## src/rtl/lif_network.sv

```systemverilog
// Leaky integrate-and-fire neuron layer with leak, refractory period,
// runtime-writable weight matrix and optional winner-take-all inhibition.
module lif_network #(
    parameter int NUM_INPUTS  = 4,
    parameter int NUM_OUTPUTS = 4,
    parameter int WEIGHT_SIZE = 4,
    parameter int POT_SIZE    = 8,
    parameter int THRESH      = 15,
    parameter int RESET       = 0,
    parameter int LEAK        = 1,
    parameter int REFRACT     = 2,
    parameter int INIT_WEIGHT = 4,
    parameter int WTA         = 0
) (
    input  logic                                                  clk,
    input  logic                                                  rst,
    input  logic                                                  step_en,
    input  logic [NUM_INPUTS-1:0]                                 spike_in,
    input  logic                                                  w_we,
    input  logic [$clog2(NUM_INPUTS > 1 ? NUM_INPUTS : 2)-1:0]    w_in_idx,
    input  logic [$clog2(NUM_OUTPUTS > 1 ? NUM_OUTPUTS : 2)-1:0]  w_out_idx,
    input  logic [WEIGHT_SIZE-1:0]                                w_data,
    output logic [NUM_OUTPUTS-1:0]                                spike_out
);

    localparam int SW = WEIGHT_SIZE + $clog2(NUM_INPUTS) + 1;
    localparam int NW = ((POT_SIZE > SW) ? POT_SIZE : SW) + 2;
    localparam int RW = (REFRACT > 0) ? $clog2(REFRACT + 1) : 1;

    localparam logic [POT_SIZE-1:0]    V_RST  = POT_SIZE'(RESET);
    localparam logic [RW-1:0]          R_LOAD = RW'(REFRACT);
    localparam logic [RW-1:0]          R_ONE  = RW'(1);
    localparam logic [WEIGHT_SIZE-1:0] W_INIT = WEIGHT_SIZE'(INIT_WEIGHT);
    localparam logic signed [NW-1:0]   LEAK_S = NW'(LEAK);
    localparam logic signed [NW-1:0]   VMAX_S = NW'({POT_SIZE{1'b1}});

    logic [WEIGHT_SIZE-1:0] w_q [NUM_INPUTS][NUM_OUTPUTS];
    logic [POT_SIZE-1:0]    v_q [NUM_OUTPUTS];
    logic [POT_SIZE-1:0]    v_d [NUM_OUTPUTS];
    logic [RW-1:0]          r_q [NUM_OUTPUTS];
    logic [RW-1:0]          r_d [NUM_OUTPUTS];
    logic [NUM_OUTPUTS-1:0] spike_q;
    logic [NUM_OUTPUTS-1:0] spike_d;

    logic [SW-1:0]          sum     [NUM_OUTPUTS];
    logic signed [NW-1:0]   nxt     [NUM_OUTPUTS];
    logic [POT_SIZE-1:0]    clamp_v [NUM_OUTPUTS];
    logic [NUM_OUTPUTS-1:0] cand;
    logic                   won;

    // Signed headroom of two bits lets the leak pull below zero before clamping.
    always_comb begin
        cand = '0;
        for (int unsigned j = 0; j < NUM_OUTPUTS; j++) begin
            sum[j] = '0;
            for (int unsigned i = 0; i < NUM_INPUTS; i++) begin
                if (spike_in[i]) begin
                    sum[j] = sum[j] + SW'(w_q[i][j]);
                end
            end
            nxt[j] = $signed(NW'(v_q[j])) + $signed(NW'(sum[j])) - LEAK_S;
            if (nxt[j] < 0) begin
                clamp_v[j] = '0;
            end else if (nxt[j] > VMAX_S) begin
                clamp_v[j] = '1;
            end else begin
                clamp_v[j] = POT_SIZE'(nxt[j]);
            end
            cand[j] = (r_q[j] == '0) && (32'(clamp_v[j]) >= 32'(THRESH));
        end
    end

    always_comb begin
        v_d     = v_q;
        r_d     = r_q;
        spike_d = '0;
        won     = 1'b0;
        if (step_en) begin
            for (int unsigned j = 0; j < NUM_OUTPUTS; j++) begin
                if (r_q[j] != '0) begin
                    r_d[j] = r_q[j] - R_ONE;
                    v_d[j] = V_RST;
                end else if (cand[j] && ((WTA == 0) || !won)) begin
                    spike_d[j] = 1'b1;
                    v_d[j]     = V_RST;
                    r_d[j]     = R_LOAD;
                    won        = 1'b1;
                end else if ((WTA != 0) && (cand != '0)) begin
                    v_d[j] = V_RST;
                end else begin
                    v_d[j] = clamp_v[j];
                end
            end
        end
    end

    always_ff @(posedge clk or negedge rst) begin
        if (!rst) begin
            for (int unsigned i = 0; i < NUM_INPUTS; i++) begin
                for (int unsigned j = 0; j < NUM_OUTPUTS; j++) begin
                    w_q[i][j] <= W_INIT;
                end
            end
            for (int unsigned j = 0; j < NUM_OUTPUTS; j++) begin
                v_q[j] <= V_RST;
                r_q[j] <= '0;
            end
            spike_q <= '0;
        end else begin
            v_q     <= v_d;
            r_q     <= r_d;
            spike_q <= spike_d;
            if (w_we && (32'(w_in_idx) < 32'(NUM_INPUTS)) && (32'(w_out_idx) < 32'(NUM_OUTPUTS))) begin
                w_q[w_in_idx][w_out_idx] <= w_data;
            end
        end
    end

    assign spike_out = spike_q;

endmodule

```

## config.mk

```make
export PLATFORM = sky130hd
export DESIGN_NAME = lif_network
export DESIGN_NICKNAME = d
export VERILOG_FILES = /design/src/rtl/lif_network.sv
export SDC_FILE = /design/constraint.sdc
export NUM_CORES = 1
export LEC_CHECK = 0
export ABC_AREA = 1
export BUFFER_PORTS_ARGS = -buffer_cell sky130_fd_sc_hd__buf_2
export CORE_UTILIZATION = 35
export CTS_CLUSTER_DIAMETER = 120
export DETAILED_ROUTE_END_ITERATION = 8
export RECOVER_POWER = 25
export SETUP_SLACK_MARGIN = 0.4
export SLEW_MARGIN = 20
export SYNTH_ARGS = -nofsm -noshare
export SYNTH_HDL_FRONTEND = slang
export SYNTH_SLANG_ARGS = --single-unit
```

## constraint.sdc

```tcl
create_clock -name clk -period 6.05 [get_ports clk]
set_input_delay 0.3025 -clock clk [delete_from_list [all_inputs] [get_ports clk]]
set_output_delay 0.3025 -clock clk [all_outputs]
set_load 0.1 [all_outputs]
```

==> flow_metrics.tcl <==
set metrics [dict create \
    status "finished with violations" \
    violations "capacitance limit, slew limit" \
    cts_max_level 3 \
    die_h_um 162 \
    p_total_uw 5280 \
    grt_pass1_vias 6857 \
    cts_tree "built" \
    syn_avg_cell_area_um2 7.41 \
    tightestPinTransition_ps 3100 \
    clkPwrFrac_pct 12.2 \
    fmax_mhz 189 \
    syn_to_final_growth_pct 9.38 \
    grt_pass1_wl_um 32500 \
    comb_power_share_pct 69.0 \
    ant_nets 0 \
    fin_crit_sh_pct 87.4 \
    grt_start_max_net_pins 58 \
    final_net_count 1365 \
    cp_slowest_stage_delay_ps 390 \
    crit_path_start_kind "flop" \
    finalClockSkew_ps 11.3 \
    ff_latch_area_mm2 0.00272 \
    wl_per_cell_um 12.0 \
    synth_edf_count 0 \
    setup_viol 0 \
    via_per_inst 4.57 \
    slowest_stage "fa_1" \
    coreArea_mm2 0.0251 \
    dr.pass1.iters 4 \
    critPathKind "reg -> reg" \
    drv_slew 105 \
    synth.distinct_cells 37 \
    cts-root-buf "clkbuf_16" \
    num_io_pins 20 \
    ys.flop_type "dfrtp_1" \
    die-area_mm2 0.0262 \
    synth_area_leader_cell "dfrtp_1" \
    p_switching_uw 2650 \
    grt_util_all_layers_pct 15.3 \
    rows 58 \
    cp.arrival_ps 5530 \
    p_sw_share_pct 50.2 \
    pwr-share-seq_pct 18.9 \
    synth_top_area_share_pct 25.8 \
    rsz0062_at_grt "true" \
    cts_made_buffers 9 \
    hold_viol_final 0 \
    vdd_drop_max_mv 0.200 \
    setup_tns_ps 0 \
    cap_violations 2 \
    antenna_cells 0 \
    layout_min_cycle_time_ps 5290 \
    cp.required_ps 6300 \
    ys_warn_count 0 \
    cts_buffer_depth 2 \
    antenna_found_initial 0 \
    cts_sinks 108 \
    p_int_uw 2630 \
    yosysSeqAreaShare_pct 30.5 \
    leakage_uw 0.00502 \
    end_kind "flop" \
    die_w_um 162 \
    place_congestion 0.797 \
    fillers 2664 \
    multi_input_area_mm2 0.00538 \
    syn_nets 1351 \
    initial_core_util_pct 35.6 \
    synthesis.instances 1207 \
    synth_seq_cells 108 \
    async_flop_share_pct 100 \
    routed_wl_um 18600 \
    cpMostUsedCell "nand2_1" \
    drive_gt1_share_pct 9.54 \
    grt-ovfl-total 0 \
    critPathMaxFanout 7 \
    drt_iter0_drc 285 \
    port_buffers 19 \
    insertion_delay_ps 370 \
    netlist_area_mm2 0.00894 \
    slew_headroom_pct -106 \
    yosys-top-cells-area "dfrtp_1 26%, ha_1 16%, nand2_1 12%, inv_1 8.9%, o21ai_0 5.0%" \
    hpwl_um 14000 \
    drc 0 \
    path_clk_slew_ps 80 \
    min_path_type "in -> reg" \
    dr_total_vias 7112 \
    hold_slack_ps 205 \
    powerDensity_mw_per_mm2 540 \
]
==> layer usage <==
layer	part of all wire, %	global-route usage [%]
met2	44	24.4
met1	53	21.3
met5	0	0
met3	2.7	2.76
met4	0.84	3.69
==> cell families (layout without fill, tap and decap cells) <==
kind of cell | after synthesis | in the layout | share of synthesized area [%]
fa+ha+maj | 128 | 128 | 19.3
buf+inv | 238 | 257 | 10.1
xor+xnor | 35 | 35 | 3.43
compound gates | 211 | 211 | 13.1
simple gates | 487 | 487 | 23.6
flops | 108 | 108 | 30.5
==> critical path, delay by kind of cell, from the launching register on <==
family                     cells  cell delay (ps)
buffers and inverters          6              370
adders and majority gates      6             1780
xor gates and xnor gates       2              390
and+or+nand+nor               14             1220
AOI/OAI and AO/OA              6             1020
DFF                            1              370
==> final cells by class <==
| cell class | instances | area share (%) |
|---|---|---|
| repair buffers | 25 | 1.41 |
| clock inverters | 6 | 0.781 |
| well taps | 330 | 4.22 |
| inverters | 216 | 8.29 |
| flip-flops and latches | 108 | 27.8 |
| multi-input cells | 861 | 55.0 |
| clock buffers | 10 | 2.44 |
==> layout by cell type (no fill, tap or decap), types with 13 or more instances in the layout <==
cell     count
dfrtp_1     92
xnor2_1     17
o22ai_1     13
nand2_2     17
nand3_1     56
o21ai_1     13
nor2_1      90
buf_2       17
dfstp_2     16
inv_1      212
ha_1       110
a21oi_1     63
nand2_1    291
xor2_1      18
fa_1        16
a21oi_2     14
o21ai_0     82
==> stage by stage <==
stage	cell area [um2]	worst slack [ps]	cells	util (%)
finish	9780	762	1556	38.9
global route	9780	297	1556	38.9
CTS	9710	666	1555	38.7
detailed placement	9390	263	1539	37.4
global placement	9390	345	1539	37.4
floorplan	8940	981	1207	-
==> cell usage after synthesis (7+ instances only) <==
| master | n |
|---|---|
| a21oi_1 | 67 |
| a21oi_2 | 11 |
| clkbuf_1 | 16 |
| dfrtp_1 | 92 |
| dfstp_2 | 16 |
| fa_1 | 16 |
| ha_1 | 112 |
| inv_1 | 212 |
| nand2_1 | 291 |
| nand2_2 | 17 |
| nand3_1 | 56 |
| nand3b_1 | 12 |
| nor2_1 | 90 |
| o21ai_0 | 90 |
| o21bai_1 | 7 |
| o22ai_1 | 14 |
| xnor2_1 | 17 |
| xor2_1 | 18 |
==> repair_timing <==
item,4_1_cts,5_1_grt
setup buffers,0,1
resized for setup,0,21
hold buffers,0,0
setup endpoints to repair,0,26
==> power by group through the flow <==
stage               Sequential, uW  Combinational, uW  Clock, uW
floorplan                     1040               2950          0
global placement              1000               3540          0
detailed placement            1010               3590          0
CTS                            995               3620        666
global route                  1020               4240        686
finish                         995               3640        642
==> state kept, by name, summed over array words and instances, names as in the netlist <==
signal / cells
w_q: 64
spike_out: 4
r_q: 8
v_q: 32
==> final timing paths <==
kind / startpoint / to / slack [ps] / cells past startpoint
worst max-delay path: w_q[52] / r_q[3] / 760 / 34
worst min-delay path: w_data[2] / w_q[38] / 210 / 3
worst max register to register: w_q[52] / r_q[3] / 760 / 34
worst min register to register: v_q[5] / v_q[5] / 480 / 2
max in group asynchronous: rst / w_q[5] / 3060 / 2
min in group asynchronous: rst / r_q[7] / 960 / 1
Power figures use the tool's default switching activity.
